===== config.mk =====
export PLATFORM = sky130hd
export DESIGN_NAME = alu_op_sequencer
export DESIGN_NICKNAME = d
export VERILOG_FILES = /design/src/rtl/alu_op_sequencer.sv
export SDC_FILE = /design/constraint.sdc
export NUM_CORES = 1
export LEC_CHECK = 0
export BUFFER_PORTS_ARGS = -buffer_cell sky130_fd_sc_hd__buf_4
export CORE_AREA = 2 2 159 161
export DETAILED_ROUTE_END_ITERATION = 8
export DIE_AREA = 0 0 161 163
export PLACE_DENSITY = 0.66
export RECOVER_POWER = 100
export SETUP_SLACK_MARGIN = 0.2
export SYNTH_ARGS = -nofsm -noshare
export SYNTH_HDL_FRONTEND = slang
export SYNTH_SLANG_ARGS = --single-unit
export TNS_END_PERCENT = 30

===== constraint.sdc =====
create_clock -name clk -period 1.6 [get_ports clk]
set_input_delay 0.16 -clock clk [delete_from_list [all_inputs] [get_ports clk]]
set_output_delay 0.16 -clock clk [all_outputs]
set_load 0.05 [all_outputs]

===== src/rtl/alu_op_sequencer.sv =====
// alu_op_sequencer: accepts one ALU request over valid/ready, decodes ALUOp/funct into the
// 4-bit alu_control code, drives the external combinational alu for one EXEC cycle, captures
// its result/zero flag and returns them with a branch decision over a valid/ready response.
// Optional feature macro: ALU_SEQ_STATS_EN adds the saturating op_count output (width CNT_W).
module alu_op_sequencer #(
  parameter int XLEN = 64
`ifdef ALU_SEQ_STATS_EN
  ,
  parameter int CNT_W = 32
`endif
) (
  input  logic            clk,
  input  logic            rst,
  input  logic            req_valid,
  output logic            req_ready,
  input  logic [1:0]      req_alu_op,
  input  logic [2:0]      req_funct3,
  input  logic            req_funct7_30,
  input  logic [XLEN-1:0] req_a,
  input  logic [XLEN-1:0] req_b,
  output logic [XLEN-1:0] alu_a,
  output logic [XLEN-1:0] alu_b,
  output logic [3:0]      alu_control,
  input  logic [XLEN-1:0] alu_result,
  input  logic            alu_zero,
  output logic            resp_valid,
  input  logic            resp_ready,
  output logic [XLEN-1:0] resp_result,
  output logic            resp_zero,
  output logic            resp_taken,
  output logic            resp_illegal
`ifdef ALU_SEQ_STATS_EN
  ,
  output logic [CNT_W-1:0] op_count
`endif
);

  localparam logic [3:0] CTRL_AND = 4'b0000;
  localparam logic [3:0] CTRL_OR  = 4'b0001;
  localparam logic [3:0] CTRL_ADD = 4'b0010;
  localparam logic [3:0] CTRL_SUB = 4'b0110;

  typedef enum logic [1:0] {
    ST_IDLE = 2'd0,
    ST_EXEC = 2'd1,
    ST_RESP = 2'd2
  } state_t;

  state_t state_reg, state_next;

  logic accept, exec_done, resp_done;

  logic [3:0] dec_control;
  logic       dec_illegal;
  logic       dec_beq;
  logic       dec_bne;

  logic [XLEN-1:0] alu_a_reg, alu_b_reg;
  logic [3:0]      alu_control_reg;
  logic            illegal_reg, beq_reg, bne_reg;

  logic [XLEN-1:0] resp_result_reg;
  logic            resp_zero_reg, resp_taken_reg, resp_illegal_reg;

  // Request decode: illegal encodings still execute as an add so the EXEC cycle is uniform
  always_comb begin
    dec_control = CTRL_ADD;
    dec_illegal = 1'b0;
    dec_beq     = 1'b0;
    dec_bne     = 1'b0;
    case (req_alu_op)
      2'b00: dec_control = CTRL_ADD;
      2'b01: begin
        case (req_funct3)
          3'b000: begin
            dec_control = CTRL_SUB;
            dec_beq     = 1'b1;
          end
          3'b001: begin
            dec_control = CTRL_SUB;
            dec_bne     = 1'b1;
          end
          default: dec_illegal = 1'b1;
        endcase
      end
      2'b10: begin
        case ({req_funct7_30, req_funct3})
          4'b0_000: dec_control = CTRL_ADD;
          4'b1_000: dec_control = CTRL_SUB;
          4'b0_111: dec_control = CTRL_AND;
          4'b0_110: dec_control = CTRL_OR;
          default:  dec_illegal = 1'b1;
        endcase
      end
      default: dec_illegal = 1'b1;
    endcase
  end

  // State register
  always_ff @(posedge clk) begin
    if (rst) begin
      state_reg <= ST_IDLE;
    end else begin
      state_reg <= state_next;
    end
  end

  // Next-state logic and handshake outputs; no overlap between request and response phases
  always_comb begin
    state_next = state_reg;
    accept     = 1'b0;
    exec_done  = 1'b0;
    resp_done  = 1'b0;
    req_ready  = 1'b0;
    resp_valid = 1'b0;
    case (state_reg)
      ST_IDLE: begin
        req_ready = 1'b1;
        if (req_valid) begin
          accept     = 1'b1;
          state_next = ST_EXEC;
        end
      end
      ST_EXEC: begin
        exec_done  = 1'b1;
        state_next = ST_RESP;
      end
      ST_RESP: begin
        resp_valid = 1'b1;
        if (resp_ready) begin
          resp_done  = 1'b1;
          state_next = ST_IDLE;
        end
      end
      default: state_next = ST_IDLE;
    endcase
  end

  // Operand/control latch on accept, result capture at the end of EXEC; both hold otherwise
  always_ff @(posedge clk) begin
    if (rst) begin
      alu_a_reg        <= '0;
      alu_b_reg        <= '0;
      alu_control_reg  <= CTRL_AND;
      illegal_reg      <= 1'b0;
      beq_reg          <= 1'b0;
      bne_reg          <= 1'b0;
      resp_result_reg  <= '0;
      resp_zero_reg    <= 1'b0;
      resp_taken_reg   <= 1'b0;
      resp_illegal_reg <= 1'b0;
    end else begin
      if (accept) begin
        alu_a_reg       <= req_a;
        alu_b_reg       <= req_b;
        alu_control_reg <= dec_control;
        illegal_reg     <= dec_illegal;
        beq_reg         <= dec_beq;
        bne_reg         <= dec_bne;
      end
      if (exec_done) begin
        resp_result_reg  <= alu_result;
        resp_zero_reg    <= alu_zero;
        resp_taken_reg   <= (beq_reg & alu_zero) | (bne_reg & ~alu_zero);
        resp_illegal_reg <= illegal_reg;
      end
    end
  end

  assign alu_a        = alu_a_reg;
  assign alu_b        = alu_b_reg;
  assign alu_control  = alu_control_reg;
  assign resp_result  = resp_result_reg;
  assign resp_zero    = resp_zero_reg;
  assign resp_taken   = resp_taken_reg;
  assign resp_illegal = resp_illegal_reg;

`ifdef ALU_SEQ_STATS_EN
  logic [CNT_W-1:0] op_count_reg;

  // Completed-response counter, sticks at all-ones instead of wrapping
  always_ff @(posedge clk) begin
    if (rst) begin
      op_count_reg <= '0;
    end else if (resp_done && (op_count_reg != {CNT_W{1'b1}})) begin
      op_count_reg <= op_count_reg + CNT_W'(1);
    end
  end

  assign op_count = op_count_reg;
`endif

endmodule


==> metrics.md <==
| Metric | Value |
|---|---|
| Avg Inst Size Synth | `7.854 um^2` |
| Achievable frequency | `0.6690 GHz` |
| Total CTS buffers | `23` |
| EDFF count, synth | `0` |
| Die height | `163 um` |
| Clk slew on worst S/H paths | `60 ps` |
| Pwr dens | `1080 nW/um^2` |
| Hold path depth | `4` |
| Critical path launch point type | `flop` |
| Clk_lat worst skew | `510 ps` |
| Placeable core region | `24,670 um^2` |
| Initial DRT Pass Iterations | `5` |
| R2R depth | `5` |
| Non-filler instance count after layout | `1,824` |
| CP Launch Point | `state_reg[1]` |
| Routed WL per cell | `15.94 um` |
| Proportion of layout cells with a drive suffix above 1 | `0.3119` |
| Cells after synthesis | `896` |
| Area share of the largest cell type after synthesis | `0.5775` |
| Final setup fails | `0` |
| CP max-delay cell | `dfxtp_4` |
| Setup TNS Final | `0 ps` |
| Tot Pwr | `13.84 mW` |
| Ranking of synthesized cells by area | `dfxtp_1 (58%), nand2_1 (21%), a21oi_1 (14%)` |
| Worst EP required | `1440 ps` |
| Vias in the first global route | `8,137` |
| Multi-input logic area | `2726 um^2` |
| Seq/Total Area, Yosys | `0.5775` |
| Max clock buf depth | `3` |
| Htree depth | `1` |
| R2r setup slk | `130 ps` |
| CTS tree | `done` |
| Slew Viols, Final | `0` |
| RSZ-0062 raised after global routing | `yes` |
| Final instance area | `12,820 um^2` |
| Largest fanout on the critical path | `4` |
| Final period util | `0.9342` |
| Min-delay src | `req_funct7_30` |
| Grt total ovfl | `0` |
| Reg-to-Reg Start | `state_reg[0]` |
| First-pass GRT wire length | `42,020 um` |
| Final core utilization | `0.5196` |
| Cells along the critical path | `buf_6 > nor2b_4 > clkbuf_4` |
| Total of max-cap violations | `0` |
| Final ANT Viol Nets | `0` |
| Nets | `1,685` |
| Starting DRT DRC Count | `558` |
| Placed cell count | `1,573` |
| Clock Skew | `5.622 ps` |
| Filler Cells Inserted | `2,228` |
| Status | `complete, no violations` |
| Synth Register Bits | `203` |
| Critical path endpoint category | `primary output` |
| Top FF cell, synth | `dfxtp_1` |
| Arr. time, crit path | `1330 ps` |
| Peak VDD IR | `1014 uV` |
| Initial antenna violation count | `3` |
| I/O pin cnt | `404` |
| GRT Total Usage | `0.1954` |
| Total wire length | `29,080 um` |
| Largest net degree at the start of global routing | `91` |
| Placed inst area | `10,430 um^2` |
| Die area | `26,240 um^2` |
| Starting Density | `0.2852` |
| Setup Crit Path Kind | `reg2out` |
| Leak pwr | `5.713 nW` |
| Synth async-reset ratio | `0` |
| Via count | `8,328` |
| DR DRC count | `0` |
| Final hold violation count | `0` |
| Vias/cell | `4.566` |
| Worst flop-to-flop path endpoint | `beq_reg` |
| Sequential cell area | `4069 um^2` |
| DPL Wire Length | `16,500 um` |
| Area growth syn-to-layout | `82.20%` |
| Net Count, Synth | `1,102` |
| FP Rows | `58` |
| GPL Wtd Cong | `0.7568` |
| Tmin final | `1495 ps` |
| Synthesized cell area | `7037 um^2` |
| Post-synth top area cell | `dfxtp_1` |
| Unique masters post-synth | `27` |
| Top-count cell post-synth | `nand2_1` |
| Yosys warns | `0` |
| Top cells by count, synth | `nand2_1 (392), dfxtp_1 (203), a21oi_1 (199)` |
| PortBufs | `402` |
| Max incr delay on CP | `350 ps` |
| Worst hold path class | `in2reg` |
| Root Buffer | `clkbuf_16` |
| Die X | `161 um` |
| Sink Count | `203` |
| Hold path endpoint | `alu_control[2]` |
[logic make-up after synthesis]
logic type,synth area share
buf+inv,0.03947
fa+ha+maj,0.005335
compound gates,0.1483
mux,0.001423
flops,0.5775
other cells,0.0005329
simple gates,0.2274
[final cells by class]
type | count | share of cell area
clock inverter | 4 | 0.005758
inverter | 2 | 0.0005855
sequential | 203 | 0.3174
tap | 330 | 0.03220
multi-input combinational | 623 | 0.2126
antenna | 3 | 0.0005855
timing repair buffer | 626 | 0.3791
clock buffer | 33 | 0.05172
[cells in the final DEF (no fill, tap or decap), types with 2 or more instances in the layout]
cell type,instances
clkbuf_4,2
clkbuf_8,5
bufinv_16,2
buf_6,7
clkbuf_16,28
nand2b_1,2
nor2b_4,2
buf_12,5
diode_2,3
clkbuf_2,199
a211oi_1,2
nand2_1,391
buf_4,205
dlygate4sd3_1,199
clkbuf_1,9
nor3_1,2
dfxtp_1,201
a21oi_1,199
nor2_1,5
inv_1,2
ha_1,3
[how the worst max path moves through the flow]
stage	to	slack [ps]	cells after the start
2_1_floorplan	alu_b[31]	150	6
3_3_place_gp	alu_control[1]	160	3
3_5_place_dp	alu_control[1]	150	3
4_1_cts	resp_valid	130	3
5_1_grt	resp_valid	50	3
6_report	resp_valid	110	3
[critical path, delay by kind of cell (launching register included)]
family | cells | cell delay, ps
buf+inv | 2 | 340
simple gates | 1 | 130
flops | 1 | 350
[through the flow]
stage	setup slack [ps]	hold slack (ps)
6_report	105.2	116.5
2_1_floorplan	150.9	296.0
5_1_grt	50.66	119.7
3_5_place_dp	147.5	414.7
3_3_place_gp	157.3	406.0
4_1_cts	126.7	76.98
[layer usage]
| layer | vias to the layer above | routed length, um | GRT usage |
|---|---|---|---|
| met4 | 0 | 1031 | 0.07143 |
| met3 | 74 | 2409 | 0.05780 |
| met2 | 373 | 14630 | 0.3568 |
| li1 | 4051 | - | - |
| met5 | - | 0 | 0 |
| met1 | 3830 | 11010 | 0.2147 |
[power breakdown]
group          internal [mW]  switching, mW
Combinational           1.13           1.98
Clock                   3.17           2.05
Sequential              5.36          0.158
[repair_timing]
item	4_1_cts	5_1_grt
hold buffers	199	0
endpoints found under the hold margin	198	0
buffers inserted	1	5
setup endpoints to repair	14	142
pin swaps	0	3
resized for setup	11	8
gates cloned	0	6
Note: power is estimated with default switching activity, not from simulation.
